==> src/rtl/bank_pkg.sv <==
// Shared bank-select types and helpers for the 16-bank write and read paths.
// Latency: none (types, constants and a pure function only).
// Backpressure: not applicable.
package bank_pkg;

    localparam int SEL_W    = 4;
    localparam int NUM_BANK = 1 << SEL_W;

    typedef logic [SEL_W-1:0]    bank_sel_t;
    typedef logic [NUM_BANK-1:0] bank_onehot_t;

    // Binary bank index to one-hot bank vector.
    function automatic bank_onehot_t sel2onehot(input bank_sel_t sel);
        bank_onehot_t oh;
        oh      = '0;
        oh[sel] = 1'b1;
        return oh;
    endfunction

endpackage

==> src/rtl/bank_seq_counter.sv <==
// Wrapping bank sequence counter with clear and increment; clear wins over increment.
// Latency: new value visible one cycle after clr/inc is sampled.
// Backpressure: none; the owner gates inc with its own handshake.
module bank_seq_counter #(
    parameter int W = 4
) (
    input  logic         clk,
    input  logic         rst,
    input  logic         clr,
    input  logic         inc,
    output logic [W-1:0] cnt
);

    logic [W-1:0] cnt_q;
    logic [W-1:0] cnt_d;

    // Next count: clear first, then natural wrap at 2**W on increment.
    always_comb begin
        cnt_d = cnt_q;
        if (clr) begin
            cnt_d = '0;
        end else if (inc) begin
            cnt_d = cnt_q + 1'b1;
        end
    end

    // Counter register.
    always_ff @(posedge clk) begin
        if (rst) begin
            cnt_q <= '0;
        end else begin
            cnt_q <= cnt_d;
        end
    end

    assign cnt = cnt_q;

endmodule

==> src/rtl/bank_write_dispatch.sv <==
// Registers one word and dispatches it to one of 16 banks with a one-hot write enable.
// Latency: word accepted in cycle N is written in cycle N+1 (later if its bank stalls).
// Backpressure: in_ready drops while the pending word's bank stalls; other banks' stalls ignored.
// Optional statistics counters are built when BANK_WRITE_DISPATCH_STAT_EN is defined.
// Bank count and select width come from bank_pkg (SEL_W=4, NUM_BANK=16).
module bank_write_dispatch
    import bank_pkg::*;
#(
    parameter int DW = 32,
    parameter int AW = 10
) (
    input  logic                clk,
    input  logic                rst,
    input  logic                in_valid,
    output logic                in_ready,
    input  logic [DW-1:0]       in_data,
    input  logic [AW-1:0]       in_addr,
    input  logic [SEL_W-1:0]    in_sel,
    input  logic                in_auto,
    input  logic                cnt_clr,
    input  logic [NUM_BANK-1:0] bank_stall,
    output logic [NUM_BANK-1:0] wr_en,
    output logic [DW-1:0]       wr_data,
    output logic [AW-1:0]       wr_addr,
    output logic [SEL_W-1:0]    seq_cnt
`ifdef BANK_WRITE_DISPATCH_STAT_EN
    ,
    output logic [15:0]         stat_wr_cnt,
    output logic [15:0]         stat_stall_cnt
`endif
);

    // Pending register: one word in flight toward its bank.
    logic            pend_valid_q, pend_valid_d;
    bank_sel_t       pend_sel_q,   pend_sel_d;
    logic [DW-1:0]   wr_data_q,    wr_data_d;
    logic [AW-1:0]   wr_addr_q,    wr_addr_d;

    bank_sel_t       eff_sel;
    logic            fire;
    logic            accept;
    logic            ready;

    // Auto mode uses the counter value before any same-cycle clear or increment.
    assign eff_sel = in_auto ? seq_cnt : in_sel;

    // Handshake: the pending word leaves when its own bank is free, freeing the slot same cycle.
    always_comb begin
        fire   = pend_valid_q && !bank_stall[pend_sel_q];
        ready  = !pend_valid_q || fire;
        accept = in_valid && ready;
    end

    // Pending register next state: load on accept, empty on fire-only, otherwise hold.
    always_comb begin
        pend_valid_d = pend_valid_q;
        pend_sel_d   = pend_sel_q;
        wr_data_d    = wr_data_q;
        wr_addr_d    = wr_addr_q;
        if (accept) begin
            pend_valid_d = 1'b1;
            pend_sel_d   = eff_sel;
            wr_data_d    = in_data;
            wr_addr_d    = in_addr;
        end else if (fire) begin
            pend_valid_d = 1'b0;
        end
    end

    // Pending register; reset drops any word still waiting on a stalled bank.
    always_ff @(posedge clk) begin
        if (rst) begin
            pend_valid_q <= 1'b0;
            pend_sel_q   <= '0;
            wr_data_q    <= '0;
            wr_addr_q    <= '0;
        end else begin
            pend_valid_q <= pend_valid_d;
            pend_sel_q   <= pend_sel_d;
            wr_data_q    <= wr_data_d;
            wr_addr_q    <= wr_addr_d;
        end
    end

    // Bank sequence counter advances only on auto-mode accepts.
    bank_seq_counter #(
        .W (SEL_W)
    ) u_seq_cnt (
        .clk (clk),
        .rst (rst),
        .clr (cnt_clr),
        .inc (accept && in_auto),
        .cnt (seq_cnt)
    );

    // Write enable depends only on registered state and the target bank's stall.
    always_comb begin
        wr_en = '0;
        if (fire) begin
            wr_en = sel2onehot(pend_sel_q);
        end
    end

    assign in_ready = ready;
    assign wr_data  = wr_data_q;
    assign wr_addr  = wr_addr_q;

`ifdef BANK_WRITE_DISPATCH_STAT_EN
    logic [15:0] stat_wr_q,    stat_wr_d;
    logic [15:0] stat_stall_q, stat_stall_d;

    // Saturating event counters; cnt_clr zeroes them alongside the sequence counter.
    always_comb begin
        stat_wr_d    = stat_wr_q;
        stat_stall_d = stat_stall_q;
        if (cnt_clr) begin
            stat_wr_d    = '0;
            stat_stall_d = '0;
        end else begin
            if (fire && (stat_wr_q != 16'hFFFF)) begin
                stat_wr_d = stat_wr_q + 16'd1;
            end
            if (pend_valid_q && !fire && (stat_stall_q != 16'hFFFF)) begin
                stat_stall_d = stat_stall_q + 16'd1;
            end
        end
    end

    // Statistics registers.
    always_ff @(posedge clk) begin
        if (rst) begin
            stat_wr_q    <= '0;
            stat_stall_q <= '0;
        end else begin
            stat_wr_q    <= stat_wr_d;
            stat_stall_q <= stat_stall_d;
        end
    end

    assign stat_wr_cnt    = stat_wr_q;
    assign stat_stall_cnt = stat_stall_q;
`endif

endmodule

==> config.mk <==
export PLATFORM = sky130hd
export DESIGN_NAME = bank_write_dispatch
export DESIGN_NICKNAME = d
export VERILOG_FILES = /design/src/rtl/bank_pkg.sv /design/src/rtl/bank_seq_counter.sv /design/src/rtl/bank_write_dispatch.sv
export SDC_FILE = /design/constraint.sdc
export NUM_CORES = 1
export LEC_CHECK = 0
export CAP_MARGIN = 30
export CORE_AREA = 2 2 83 85
export DETAILED_ROUTE_END_ITERATION = 12
export DIE_AREA = 0 0 85 87
export GPL_TIMING_DRIVEN = 0
export PLACE_DENSITY = 0.76
export SYNTH_ARGS = -nofsm -noshare
export SYNTH_HDL_FRONTEND = slang
export SYNTH_SLANG_ARGS = --single-unit
==> constraint.sdc <==
create_clock -name clk -period 2 [get_ports clk]
set_input_delay 0.2 -clock clk [delete_from_list [all_inputs] [get_ports clk]]
set_output_delay 0.2 -clock clk [all_outputs]
set_load 0.1 [all_outputs]
==> flow_summary.ini, run 1 <==
[power]
p_per_area_nw_per_um2 = 697
max-vdd-ir-drop_uv = 451
p_leak_nw = 2.13

[sta]
period_minus_slack_ns = 2.57
grt_setup_unrepaired = yes
finalClockSkew_ns = 0.0136
fmax_mhz = 389
maxSlewHeadroom_pct = 33.9
finalCritPeriodShare_pct = 129
finalHoldViolCount = 0
tightest_slew_ns = 0.990
setup_violations = 67
fin_ws_ns = -0.570
drv_slew = 0

[final_layout]
antenna_cells = 0
postLayoutCellArea_um2 = 4320
drive_gt1_share_pct = 21.3
fill_cells = 546
nNetsFinal = 481
synthToLayoutAreaGrowth_pct = 98.7

[cts]
clockRootBuffer = clkbuf_8
htreeDepth = 2
cts_tree = yes
cts_inserted_buffers = 5
cts_sinks = 51
clkTransAtPathRegs_ns = 0.10
clkLatencyLatePin_ns = 0.30
clockBufferDepth = 2

[place]
port_buffers = 128
place.gp.congestion = 0.761
post-dp-hpwl_um = 5010
placed_cell_area_um2 = 3750
pre_cts_ws_ns = -1.34

[flow_run]
maxCapViolations = 0

[detailed_routing]
ant_nets = 0
viasPerCell = 4.72
wire_per_inst_um = 14.3
drt_iter0_drc = 56
remaining_drc_errors = 0
vias = 2334
first_pass_iters = 4
drt_wl_total_um = 7060

[global_routing]
grt_max_degree = 17
grt_pass1_vias = 2254
antenna_found_initial = 0
grt_util_all_layers_pct = 17.7
grt_first_pass_wirelength_um = 10500
grt-ovfl-total = 0

[run_status]
status = finished, violations left
violations = negative setup slack

[setup_path]
critPathLaunch = pend_sel_q[1]$_SDFFE_PP0P_
worst_r2r_path_depth = 7
r2r-start = pend_sel_q[1]$_SDFFE_PP0P_
worst_ep_required_time_ns = 1.80
cp-end-kind = output pin
worstReg2RegEnd = pend_sel_q[1]$_SDFFE_PP0P_
path_class = flop to output pin
cp-start-kind = flop
path_max_fanout = 4
ff2ff_setup_slack_ns = -0.15
critPathCapture = wr_en[0]
cp.arrival_ns = 2.37

[hold_path]
min_path_type = input pin to flop

[yosys]
syn_area_per_cell_um2 = 8.21
yosys.area.top_type_share_pct = 46.9
ys_warn_count = 0
synthCells = 265
seq_area_frac_synth_pct = 46.9
synth_top_cell_by_area = dfxtp_1
syn_area_um2 = 2180
synth_area_leaders = dfxtp_1 (47%), nand2_1 (15%), a21oi_1 (9.9%)
yosysUniqueCellTypes = 26
synth-seq-cells = 51
syn_nets = 333

[floorplanning]
die-area_um2 = 7400
dieHeight_um = 87
initial_core_util_pct = 33.1
std_cell_rows = 30
die_x_um = 85
core_area_um2 = 6570
io_pins = 130
worst max-delay path: stages (launching register included):
cell and delay [ns]:
dfxtp_4 0.39, mux4_2 0.53, mux2_4 0.30, or3_4 0.45
nor3_4 0.19, buf_12 0.20
worst min path at each step:
stage / startpoint / to / depth (start not counted)
floorplan: in_valid / pend_valid_q$_SDFFE_PP0P_ / 2
global placement: wr_data[21]$_SDFFE_PP0P_ / wr_data[21]$_SDFFE_PP0P_ / 2
detailed placement: wr_addr[3]$_SDFFE_PP0P_ / wr_addr[3]$_SDFFE_PP0P_ / 2
CTS: in_auto / u_seq_cnt.cnt[1]$_SDFFE_PP0P_ / 3
global route: in_auto / u_seq_cnt.cnt[1]$_SDFFE_PP0P_ / 3
finish: in_auto / u_seq_cnt.cnt[1]$_SDFFE_PP0P_ / 3
metrics by stage:
step	std cells	hold slack [ns]	setup TNS, ns	utilization (%)	power [mW]
global placement	473	0.441	-33.02	57.0	2.24
global route	494	0.396	-20.16	65.8	3.15
CTS	483	0.350	-14.67	62.4	3.01
detailed placement	473	0.445	-35.22	57.0	2.25
floorplan	265	0.329	-4.35	-	1.93
finish	494	0.377	-12.82	65.8	3.01
layer usage:
metal | vias to the layer above | share of wire [%] | track usage (%)
met3 | 6 | 5.7 | 3.79
met4 | 0 | 0.96 | 5.48
li1 | 1173 | - | -
met5 | - | 0 | 0
met2 | 84 | 54 | 32.7
met1 | 1071 | 39 | 20.5
Yosys cell counts:
library cell   n
a211oi_2       4
nor2_1        18
ha_1           1
nand3_1        1
mux4_2         4
a21oi_1       43
o221a_2        1
buf_2          7
a21boi_1       4
o21ai_0        4
buf_4          4
nand2_1       89
mux2i_1        5
dfxtp_1       51
nor3_1         4
nor2b_1        1
mux2i_4        1
nand4_1        1
clkbuf_1       6
mux2_2         1
buf_6          3
o221ai_2       1
or3_1          4
nand2b_1       4
inv_1          2
o22a_1         1
sequential cells by signal (all words and copies together), names as in the netlist:
name / count
pend_valid_q: 1
pend_sel_q: 4
wr_data: 32
wr_addr: 10
u_seq_cnt.cnt: 4
cell usage in the layout (no fill, tap or decap), types with 5 or more instances in the layout:
cell and instances:
nor2_4 13, mux2i_1 5, clkbuf_1 7, dlymetal6s2s_1 31, buf_4 10, dlygate4sd2_1 12, clkdlybuf4s50_1 68, dfxtp_1 50
a21oi_1 43, clkbuf_8 5, nand2_1 87, buf_12 21, buf_6 7
layout make-up:
type                       count  area [um2]  share of cell area, %
multi-input combinational    192        1220                   28.2
buffer                        20         195                   4.52
tap                           80         100                   2.32
clock inverter                 2        37.5                  0.868
inverter                       2        7.51                  0.174
clock buffer                   6        72.6                   1.68
sequential                    51        1020                   23.7
timing repair buffer         141        1670                   38.5
cell families after synthesis:
| family | count (synthesis) | share of synthesized area [%] |
|---|---|---|
| AND/OR/NAND/NOR | 122 | 22.5 |
| AO/OA/AOI/OAI | 58 | 16.1 |
| flip-flops | 51 | 46.9 |
| buffers and inverters | 22 | 5.92 |
| multiplexers | 11 | 7.99 |
| adder cells (fa/ha/maj) | 1 | 0.575 |
report_power, final:
| group | switching, mW | internal, mW |
|---|---|---|
| clock | 0.331 | 0.374 |
| combinational | 0.770 | 0.422 |
| sequential | 0.0345 | 1.08 |
| total | 1.14 | 1.88 |
repair_timing:
item | 4_1_cts | 5_1_grt
pin swaps | 7 | 8
resized for setup | 184 | 35
gates cloned | 0 | 1
setup buffers | 2 | 11
hold buffers | 0 | 0
hold endpoints to repair | 0 | 0
endpoints found under the setup margin | 79 | 98
Power figures use the tool's default switching activity.
==> inputs of run 2 (changes only) <==
--- a/config.mk
+++ b/config.mk
@@ -6,11 +6,11 @@
 export NUM_CORES = 1
 export LEC_CHECK = 0
 export CAP_MARGIN = 30
-export CORE_AREA = 2 2 83 85
+export CORE_AREA = 2 2 80 82
 export DETAILED_ROUTE_END_ITERATION = 12
-export DIE_AREA = 0 0 85 87
+export DIE_AREA = 0 0 82 84
 export GPL_TIMING_DRIVEN = 0
-export PLACE_DENSITY = 0.76
+export PLACE_DENSITY = 0.78
 export SYNTH_ARGS = -nofsm -noshare
 export SYNTH_HDL_FRONTEND = slang
 export SYNTH_SLANG_ARGS = --single-unit
==> constraint.sdc (replaced) <==
create_clock -name clk -period 2.68 [get_ports clk]
set_input_delay 0.268 -clock clk [delete_from_list [all_inputs] [get_ports clk]]
set_output_delay 0.268 -clock clk [all_outputs]
set_load 0.1 [all_outputs]
==> flow_summary.ini, run 2 (synthesized netlist as in run 1, its figures left out) <==
[setup_path]
crit_cells = 5
cp.arrival_ns = 2.33
ff2ff_setup_slack_ns = 0.44
cp-end-kind = output pin
cp_top_family = multiplexers
worstPathCellList = mux4_2 > mux2_2 > or3_4 > nor3_2 > buf_6
critPathLaunch = pend_sel_q[1]$_SDFFE_PP0P_
path_max_fanout = 4
path_class = flop to output pin
cp_slowest_stage_delay_ns = 0.53
cp-start-kind = flop
worst_ep_required_time_ns = 2.41
r2r-start = pend_sel_q[1]$_SDFFE_PP0P_
path_buf_inv = 1
crit_path_top_delay_cell = mux4_2
worst_r2r_path_depth = 9

[floorplanning]
std_cell_rows = 29
initial_core_util_pct = 35.7
die_x_um = 82
dieHeight_um = 84
die-area_um2 = 6890
core_area_um2 = 6100
io_pins = 130

[sta]
maxSlewHeadroom_pct = 33.6
finalHoldViolCount = 0
finalCritPeriodShare_pct = 96.8
fmax_mhz = 385
fin_tns_setup_ns = 0
tightest_slew_ns = 0.993
drv_slew = 0
whs_ns = 0.431
finalClockSkew_ns = 0.00973
grt_setup_unrepaired = yes
period_minus_slack_ns = 2.59
setup_violations = 0

[detailed_routing]
first_pass_iters = 4
viasPerCell = 4.73
drt_wl_total_um = 6150
ant_nets = 0
remaining_drc_errors = 0
drt_iter0_drc = 68
vias = 2267
wire_per_inst_um = 12.8

[final_layout]
fill_cells = 541
antenna_cells = 0
multiInputGateArea_um2 = 1090
finalNonFillerCells = 479
postLayoutCellArea_um2 = 3720
synthToLayoutAreaGrowth_pct = 70.9
mostFrequentLayoutCell = clkdlybuf4s50_1
largest_reg_flops = 32
seq_area_um2 = 1020
drive_gt1_share_pct = 17.2
final_cell_mix = clkdlybuf4s50_1 (111), nand2_1 (88), dfxtp_1 (50)
nNetsFinal = 469

[cts]
cts_sinks = 51
htreeDepth = 2
clkTransAtPathRegs_ns = 0.10
cts_tree = yes
clockBufferDepth = 2
cts_inserted_buffers = 5
hold_buffers = 0
clockRootBuffer = clkbuf_8
clkLatencyLatePin_ns = 0.30

[run_status]
status = complete, no violations

[global_routing]
gr-max-usage-layer = met2
grt_util_all_layers_pct = 18.0
antenna_found_initial = 0
grt_pass1_vias = 2221
use_met3_pct = 5.19
grt_first_pass_wirelength_um = 9880
gr-usage-met2_pct = 32.1
grt_max_degree = 17
grt.met1_usage_pct = 20.9
grt-ovfl-total = 0

[flow_run]
maxCapViolations = 0

[power]
p_leak_nw = 1.40
max-vdd-ir-drop_uv = 313
p_per_area_nw_per_um2 = 563
finalPower_mw = 2.09

[place]
post-dp-hpwl_um = 4770
dp.cells = 470
placed_cell_area_um2 = 3600
port_buffers = 128
place.gp.congestion = 0.725

[hold_path]
hold_path_depth = 3
min-delay-start = in_auto
min_path_type = input pin to flop
-- run 2: cell count changes in the layout (fill, tap and decap cells not counted), sizes merged --
cell and delta:
dlygate4sd2 -12, bufinv -1, clkinv +1, clkdlybuf4s50 +43
dlymetal6s2s -31, buf -12
-- run 2: worst paths after layout --
| path | endpoint |
|---|---|
| worst max-delay path | wr_en[0] |
| worst min-delay path | u_seq_cnt.cnt[1]$_SDFFE_PP0P_ |
| worst max register to register | wr_data[9]$_SDFFE_PP0P_ |
| worst min register to register | wr_addr[5]$_SDFFE_PP0P_ |
-- run 2: layer usage --
| layer | up-vias | share of wire [%] |
|---|---|---|
| li1 | 1152 | - |
| met2 | 70 | 51 |
| met4 | 0 | 0.59 |
| met3 | 4 | 7.0 |
| met1 | 1041 | 41 |
| met5 | - | 0 |
-- run 2: worst min-delay path: cells and delay by family --
kind	cells	cell delay (ns)
AO/OA/AOI/OAI	1	0.05
buffers and inverters	1	0.21
AND/OR/NAND/NOR	1	0.15
-- run 2: stage by stage --
step	utilization (%)	setup slack [ns]
after global routing	61.0	-0.0411
after global placement	59.0	-0.802
final	61.0	0.0853
after floorplan	-	-0.423
after CTS	60.4	0.0325
after detailed placement	59.0	-0.832
-- run 2: repair_timing --
item                       in CTS  in global routing
resized for setup             105                 13
setup endpoints to repair      17                 11
pin swaps                       0                  1
setup buffers                   0                  1
-- run 2: layout make-up --
cell class,count,share of cell area (%)
Buffer,20,3.26
Clock buffer,6,2.22
Clock inverter,2,0.437
Inverter,2,0.202
Multi-Input combinational cell,192,29.3
Sequential cell,51,27.5
Tap cell,77,2.59
Timing Repair Buffer,129,34.5
-- run 2: report_power, final --
group / leakage, nW / switching, mW / internal, mW
Sequential: 0.420 / 0.0266 / 0.810
Clock: 0.0474 / 0.251 / 0.211
Combinational: 0.935 / 0.536 / 0.260
Total: 1.40 / 0.814 / 1.28
